<file path="src/rtl/hazard_stall_ctrl.sv">
// Decode-stage hazard controller: stall, EX bubble and forwarding selects.
// Optional feature macro: FORWARDING_EN (load-use-only stalls plus selects).
module hazard_stall_ctrl (
  input  logic        clk,
  input  logic        rst_n,
  input  logic        id_valid,
  input  logic [2:0]  id_rs,
  input  logic [2:0]  id_rt,
  input  logic        id_rs_used,
  input  logic        id_rt_used,
  input  logic [2:0]  id_rd,
  input  logic        id_writes,
  input  logic        id_is_load,
  input  logic        flush,
  output logic        stall,
  output logic        ex_bubble,
  output logic [1:0]  ex_fwd_a,
  output logic [1:0]  ex_fwd_b,
  output logic [15:0] stall_count
);

  typedef struct packed {
    logic       v;
    logic [2:0] rd;
    logic       ld;
  } slot_t;

  slot_t ex_q, mem_q, wb_q;

  logic rs_ex, rt_ex, rs_mem, rt_mem;
  logic advance;
  logic [1:0] fwd_a_d, fwd_b_d;

  assign rs_ex  = id_rs_used && ex_q.v  && (id_rs == ex_q.rd);
  assign rt_ex  = id_rt_used && ex_q.v  && (id_rt == ex_q.rd);
  assign rs_mem = id_rs_used && mem_q.v && (id_rs == mem_q.rd);
  assign rt_mem = id_rt_used && mem_q.v && (id_rt == mem_q.rd);

`ifdef FORWARDING_EN
  // A load in EX has no data yet; every other match is forwarded.
  assign stall = id_valid && !flush && ex_q.ld && (rs_ex || rt_ex);

  assign fwd_a_d = rs_ex ? 2'b01 : (rs_mem ? 2'b10 : 2'b00);
  assign fwd_b_d = rt_ex ? 2'b01 : (rt_mem ? 2'b10 : 2'b00);

  logic unused_slot_bits;
  assign unused_slot_bits = ^{wb_q, mem_q.ld};
`else
  assign stall = id_valid && !flush &&
                 (rs_ex || rt_ex || rs_mem || rt_mem);

  assign fwd_a_d = 2'b00;
  assign fwd_b_d = 2'b00;

  logic unused_slot_bits;
  assign unused_slot_bits = ^{wb_q, ex_q.ld, mem_q.ld};
`endif

  assign advance = id_valid && !stall && !flush;

  always_ff @(posedge clk or negedge rst_n) begin
    if (!rst_n) begin
      ex_q        <= '0;
      mem_q       <= '0;
      wb_q        <= '0;
      ex_bubble   <= 1'b1;
      ex_fwd_a    <= 2'b00;
      ex_fwd_b    <= 2'b00;
      stall_count <= 16'h0000;
    end else begin
      wb_q  <= mem_q;
      mem_q <= ex_q;
      if (advance) begin
        ex_q      <= '{v: id_writes, rd: id_rd, ld: id_is_load};
        ex_bubble <= 1'b0;
        ex_fwd_a  <= fwd_a_d;
        ex_fwd_b  <= fwd_b_d;
      end else begin
        ex_q      <= '0;
        ex_bubble <= 1'b1;
        ex_fwd_a  <= 2'b00;
        ex_fwd_b  <= 2'b00;
      end
      if (stall && stall_count != 16'hFFFF)
        stall_count <= stall_count + 16'd1;
    end
  end

endmodule

</file>
<file path="config.mk">
export PLATFORM = sky130hd
export DESIGN_NAME = hazard_stall_ctrl
export DESIGN_NICKNAME = d
export VERILOG_FILES = /design/src/rtl/hazard_stall_ctrl.sv
export SDC_FILE = /design/constraint.sdc
export NUM_CORES = 1
export LEC_CHECK = 0
export ABC_AREA = 1
export BUFFER_PORTS_ARGS = -buffer_cell sky130_fd_sc_hd__buf_2
export CAP_MARGIN = 20
export CORE_ASPECT_RATIO = 1.75
export CORE_MARGIN = 4
export CORE_UTILIZATION = 55
export CTS_BUF_LIST = sky130_fd_sc_hd__clkbuf_2
export CTS_CLUSTER_SIZE = 40
export DETAILED_ROUTE_END_ITERATION = 16
export PLACE_DENSITY = 0.82
export SLEW_MARGIN = 20
export SYNTH_ARGS = -nofsm -noshare
export SYNTH_HDL_FRONTEND = slang
export SYNTH_SLANG_ARGS = --single-unit
</file>
<file path="constraint.sdc">
create_clock -name clk -period 2.4 [get_ports clk]
set_clock_uncertainty 0.15 [all_clocks]
set_input_delay 0.48 -clock clk [delete_from_list [all_inputs] [get_ports clk]]
set_output_delay 0.48 -clock clk [all_outputs]
set_load 0.01 [all_outputs]
</file>
**Word-level counts from Yosys, hierarchy flattened**

Cells that the tools add are included.

- Register bits after elaboration: 25
- ROM bits: 0
- Memories kept: 0
- Output and inout port bits: 22
- Bits in latches: 0
- RAM bits: 0

- Shifts and indexed selects: 0
- Mux-type cells: 2
- Equal/unequal tests: 5
- Multiply operators: 0
- Add/subtract/negate cells: 1
- Reductions and logical operators: 18
- Divide/modulo/power cells: 0
- Order comparisons: 0
- Bitwise logic cells: 0

Operators with widths:

| kind | count |
|---|---|
| 16-bit by 1-bit adder with 16-bit output (second input constant) | 1 |
| 16-bit inequality test (second input constant) | 1 |
| 1-bit logical AND | 13 |
| 3-bit == test | 4 |
| 5-bit 2-to-1 mux | 1 |
| 1-bit logical OR | 3 |
| 1-bit zero test | 2 |
| 1-bit 2-to-1 mux | 1 |

**Logic depth before layout (Yosys ltp)**

- Word-level depth: 10
- Gate-level depth with buffers: 11
- Gate-level depth less buffers: 10

**Least setup slack after synthesis**

Ideal clock, no wire load.

- Path kind: input to output
- Start point: input port id_rt_used
- End point: output port stall
- Data arrival time: 1061 ps
- Path buffers: 0
- Path slack: 709 ps
- Cell stages on the path: 6
- Required time: 1770 ps
- Cells stage by stage: nand2_1 > a21oi_1 > nand2_1 > nor2_1 > nor2_2 > a21oi_1

- Longest elaborated chain between the ends: 6

Ends and longest elaborated chain:

| element | RTL line | source |
|---|---|---|
| from (decl) | 10 | `input logic id_rt_used,` |
| 1-bit logical AND (2 in a row) | 35 | `assign rt_ex = id_rt_used && ex_q.v && (id_rt == ex_q.rd);` |
| 1-bit logical OR (2 in a row) | 50 | `(rs_ex \|\| rt_ex \|\| rs_mem \|\| rt_mem);` |
| 1-bit logical OR * | 50 |  |
| 1-bit logical AND * | 49 | `assign stall = id_valid && !flush &&` |
| to (decl) | 15 | `output logic stall,` |

Every way passes the cells marked *; elsewhere a longest branch is shown, timed or not.

**Worst setup path in the final report**

- Start point: register mem_q[1] in the netlist's numbering
- End point: output port stall

- Longest elaborated chain between the ends: 5

Ends and longest elaborated chain:

| element | RTL line | source |
|---|---|---|
| from (decl) | 28 | `slot_t ex_q, mem_q, wb_q;` |
| from (signal assigned) | 72 | `mem_q <= ex_q;` |
| 3-bit == test | 36 | `assign rs_mem = id_rs_used && mem_q.v && (id_rs == mem_q.rd);` |
| 1-bit logical AND | 36 |  |
| 1-bit logical OR | 50 |  |
| 1-bit logical OR * | 50 |  |
| 1-bit logical AND * | 49 |  |

Marks and branches as above.

==> summary.txt <==
Cells and area
  – Synth-to-Final Area Change: 11.84%
  – Finished Layout Cells: 302
  – Fill cell count: 290
  – Fin nets: 293
  – Antenna diode count: 0
  – Layout cell share with drive strength beyond 1: 18.25%
  – Utilization after layout: 63.27%
  – Highest-count cells in the layout ignoring fill and taps: sky130_fd_sc_hd__nand2_1, sky130_fd_sc_hd__inv_1, sky130_fd_sc_hd__buf_2
  – Finished layout cell area: 0.001832 mm²
  – Most common cell after layout, fill and taps aside: sky130_fd_sc_hd__nand2_1

STA
  – Number of pins with negative max-slew slack in the final report: 0
  – Final count of hold timing violations: 0
  – Max Clk Rate: 0.4455 GHz
  – Setup repair after global routing missed its margin: false
  – Final number of setup-violating endpoints: 0
  – Aggregate negative setup slack: 0 ps
  – Smallest setup slack after layout: 155.1 ps
  – Max-slew headroom: 52.10%
  – Worst-Margin Slew: 714.0 ps
  – Final period demand of the worst path: 2245 ps
  – Tcrit/Tclk final: 93.54%

Detailed routing
  – Final routed wirelength across all metal layers: 3.749 mm
  – First drt pass iteration count: 4
  – Wire length per cell: 12.41 µm
  – Via count normalized by instance count: 5.272
  – Total via count after detailed routing: 1,592
  – Initial DRC count: 30
  – Number of remaining DRC errors: 0
  – Antenna Violating Nets Remaining: 0

Status
  – Outcome: finished, final reports clean

Critical path
  – Setup crit start kind: flip-flop
  – Critical path start-end classification: reg -> out
  – Endpoint required time on the critical path: 1770 ps
  – Flop2flop setup slack: 470 ps
  – Type of destination of the critical path: output pin
  – Critical Path Fanout Max: 3
  – Data arrival time of the critical path: 1610 ps

Clock network
  – Total number of clock tree sinks: 25
  – Post-cts repair resize count: 0
  – Bufs on Longest Clock Path: 2
  – Post-CTS setup buffer count: 0
  – Clock tree from TritonCTS: done
  – Clock Root Buffer: sky130_fd_sc_hd__clkbuf_2
  – Clock-pin slew of the registers on the worst-case setup and hold paths: 240 ps
  – Worst skew pair latency: 370 ps
  – Clock H-tree levels: 1
  – CTS Buf Count: 3
  – Count of hold buffers inserted by post-cts repair: 1

Place
  – Cell count after placement: 297
  – I/O Buffers: 33
  – DP Worst Slack: 285.6 ps
  – HPWL after detailed placement: 2.886 mm
  – Placer Congestion: 0.8419
  – Placement-stage cell area: 0.001802 mm²

Yosys
  – Number of synthesis warnings: 0
  – Number of storage elements in the synthesis netlist: 25
  – Main area contributors after synthesis: sky130_fd_sc_hd__dfrtp_1, sky130_fd_sc_hd__nand2_1, sky130_fd_sc_hd__inv_1, sky130_fd_sc_hd__nand4_1, sky130_fd_sc_hd__nor2_1
  – Cell accounting for the most synthesized area: sky130_fd_sc_hd__dfrtp_1
  – Yosys cell types: 26
  – Mean instance size in the synthesized netlist: 6.796 µm²
  – Post-synthesis cell area: 0.001638 mm²
  – Sequential share of the synthesized area: 38.27%
  – Gate count after technology mapping: 241
  – Fraction of synthesized cell area taken by the top area cell type: 36.67%

Global routing
  – Overflow after GRT: 0
  – Number of antenna violations at the first check in global routing: 0
  – Global-route wire length before repair: 6.230 mm
  – Largest net degree at the start of global routing: 26
  – GRT Util Overall: 20.42%
  – Vias in the first global route: 1,490

Worst hold path
  – Worst hold path class: in -> reg

Power
  – Total leakage power: 0.9968 nW
  – Power share of the combinational group: 12.8%
  – Sequential share of power: 63.2%
  – IR drop worst, VDD: 0.2781 mV
  – Clock network fraction of design power: 23.9%
  – Switching portion of total power: 29.00%
  – Net load switching power: 0.0002071 W
  – Cell Pwr Density: 389.8 mW/mm²
  – Internal power: 0.0005070 W

Die
  – Die X-Extent: 49.25 µm
  – Number of cell rows: 26
  – Core Area: 0.002895 mm²
  – IO Count: 39
  – Chip Height: 80.19 µm
  – Starting density of the core: 56.57%
  – DIE AREA: 0.003949 mm²

Job
  – Number of max-cap violations: 0
-- state kept, by name (all words and copies together), names as in the netlist --
signal       count
ex_bubble        1
mem_q            4
stall_count     16
ex_q             4
-- power by group through the flow --
stage                     logic (W)  registers (W)  clock network, W
after global placement    0.0000893       0.000459                 0
after global routing       0.000106       0.000455          0.000192
after detailed placement  0.0000920       0.000459                 0
after floorplan           0.0000520       0.000461                 0
after CTS                 0.0000935       0.000452          0.000172
final                     0.0000916       0.000452          0.000171
-- cell families (layout without fill, tap and decap cells) --
family                     count (synthesis)  count (layout)  synth area share, %
other                                      1               4               0.2290
DFF                                       25              25                38.27
AOI/OAI and AO/OA                          8               8                2.444
adders and majority gates                  1               1               0.7638
and+or+nand+nor                          155             155                43.85
xor gates and xnor gates                   5               5                2.674
buffers and inverters                     46              76                11.77
-- metal layers --
| metal | global-route usage [%] | up-vias | share of wire [%] |
|---|---|---|---|
| met2 | 40.46 | 37 | 57 |
| met1 | 20.57 | 737 | 37 |
| met5 | 0 | - | 0 |
| li1 | - | 811 | - |
| met4 | 8.832 | 0 | 2.0 |
| met3 | 2.597 | 7 | 3.9 |
-- cells in the mapped netlist --
cell and number:
sky130_fd_sc_hd__clkinv_1 1, sky130_fd_sc_hd__dfrtp_1 24, sky130_fd_sc_hd__nand3_4 2, sky130_fd_sc_hd__ha_1 1, sky130_fd_sc_hd__nor2_4 1, sky130_fd_sc_hd__nand3_1 16, sky130_fd_sc_hd__nand2_1 84, sky130_fd_sc_hd__nand2_2 1
sky130_fd_sc_hd__nor2_2 3, sky130_fd_sc_hd__nor2_8 1, sky130_fd_sc_hd__nand4_1 19, sky130_fd_sc_hd__dfstp_2 1, sky130_fd_sc_hd__conb_1 1, sky130_fd_sc_hd__nor2_1 26, sky130_fd_sc_hd__nor3_1 1, sky130_fd_sc_hd__xnor2_1 4
sky130_fd_sc_hd__inv_4 1, sky130_fd_sc_hd__nand3_2 1, sky130_fd_sc_hd__buf_4 4, sky130_fd_sc_hd__inv_1 34, sky130_fd_sc_hd__clkbuf_1 2, sky130_fd_sc_hd__xor2_1 1, sky130_fd_sc_hd__o21ai_0 3, sky130_fd_sc_hd__a21oi_1 5
sky130_fd_sc_hd__buf_2 2, sky130_fd_sc_hd__inv_2 2
-- through the flow --
step                hold slack [ps]  total power, W
finish                        118.8       0.0007140
global route                  109.5       0.0007523
CTS                           131.9       0.0007177
detailed placement            249.7       0.0005511
global placement              249.7       0.0005482
floorplan                     34.41       0.0005127
-- final cells by class --
cell class	instances	area, µm²	share of cell area, %
Clock buffer	3	15.01	0.8197
Timing Repair Buffer	34	175.2	9.563
Sequential cell	25	626.9	34.22
Multi-Input combinational cell	173	829.5	45.29
Clock inverter	1	5.005	0.2732
Tap cell	28	35.03	1.913
Inverter	38	145.1	7.923
-- critical path, cell delays in order (launching register included) --
cell and delay, ps:
sky130_fd_sc_hd__dfrtp_1 460, sky130_fd_sc_hd__a21oi_1 230, sky130_fd_sc_hd__nand2_1 70, sky130_fd_sc_hd__nor2_1 120
sky130_fd_sc_hd__nor2_2 70, sky130_fd_sc_hd__a21oi_1 150, sky130_fd_sc_hd__buf_2 150
-- final timing paths --
kind                                          from                     endpoint  cells past startpoint
max in group asynchronous                    rst_n            ex_q[2]$_DFF_PN0_                      2
worst min-delay path                      id_rd[0]            ex_q[1]$_DFF_PN0_                      3
worst max register to register   ex_q[1]$_DFF_PN0_  stall_count[15]$_DFFE_PN0P_                      9
worst max-delay path            mem_q[1]$_DFF_PN0_                        stall                      6
min in group asynchronous                    rst_n   stall_count[3]$_DFFE_PN0P_                      2
worst min register to register   ex_q[4]$_DFF_PN0_           mem_q[4]$_DFF_PN0_                      0
Note: power is estimated with default switching activity, not from simulation.
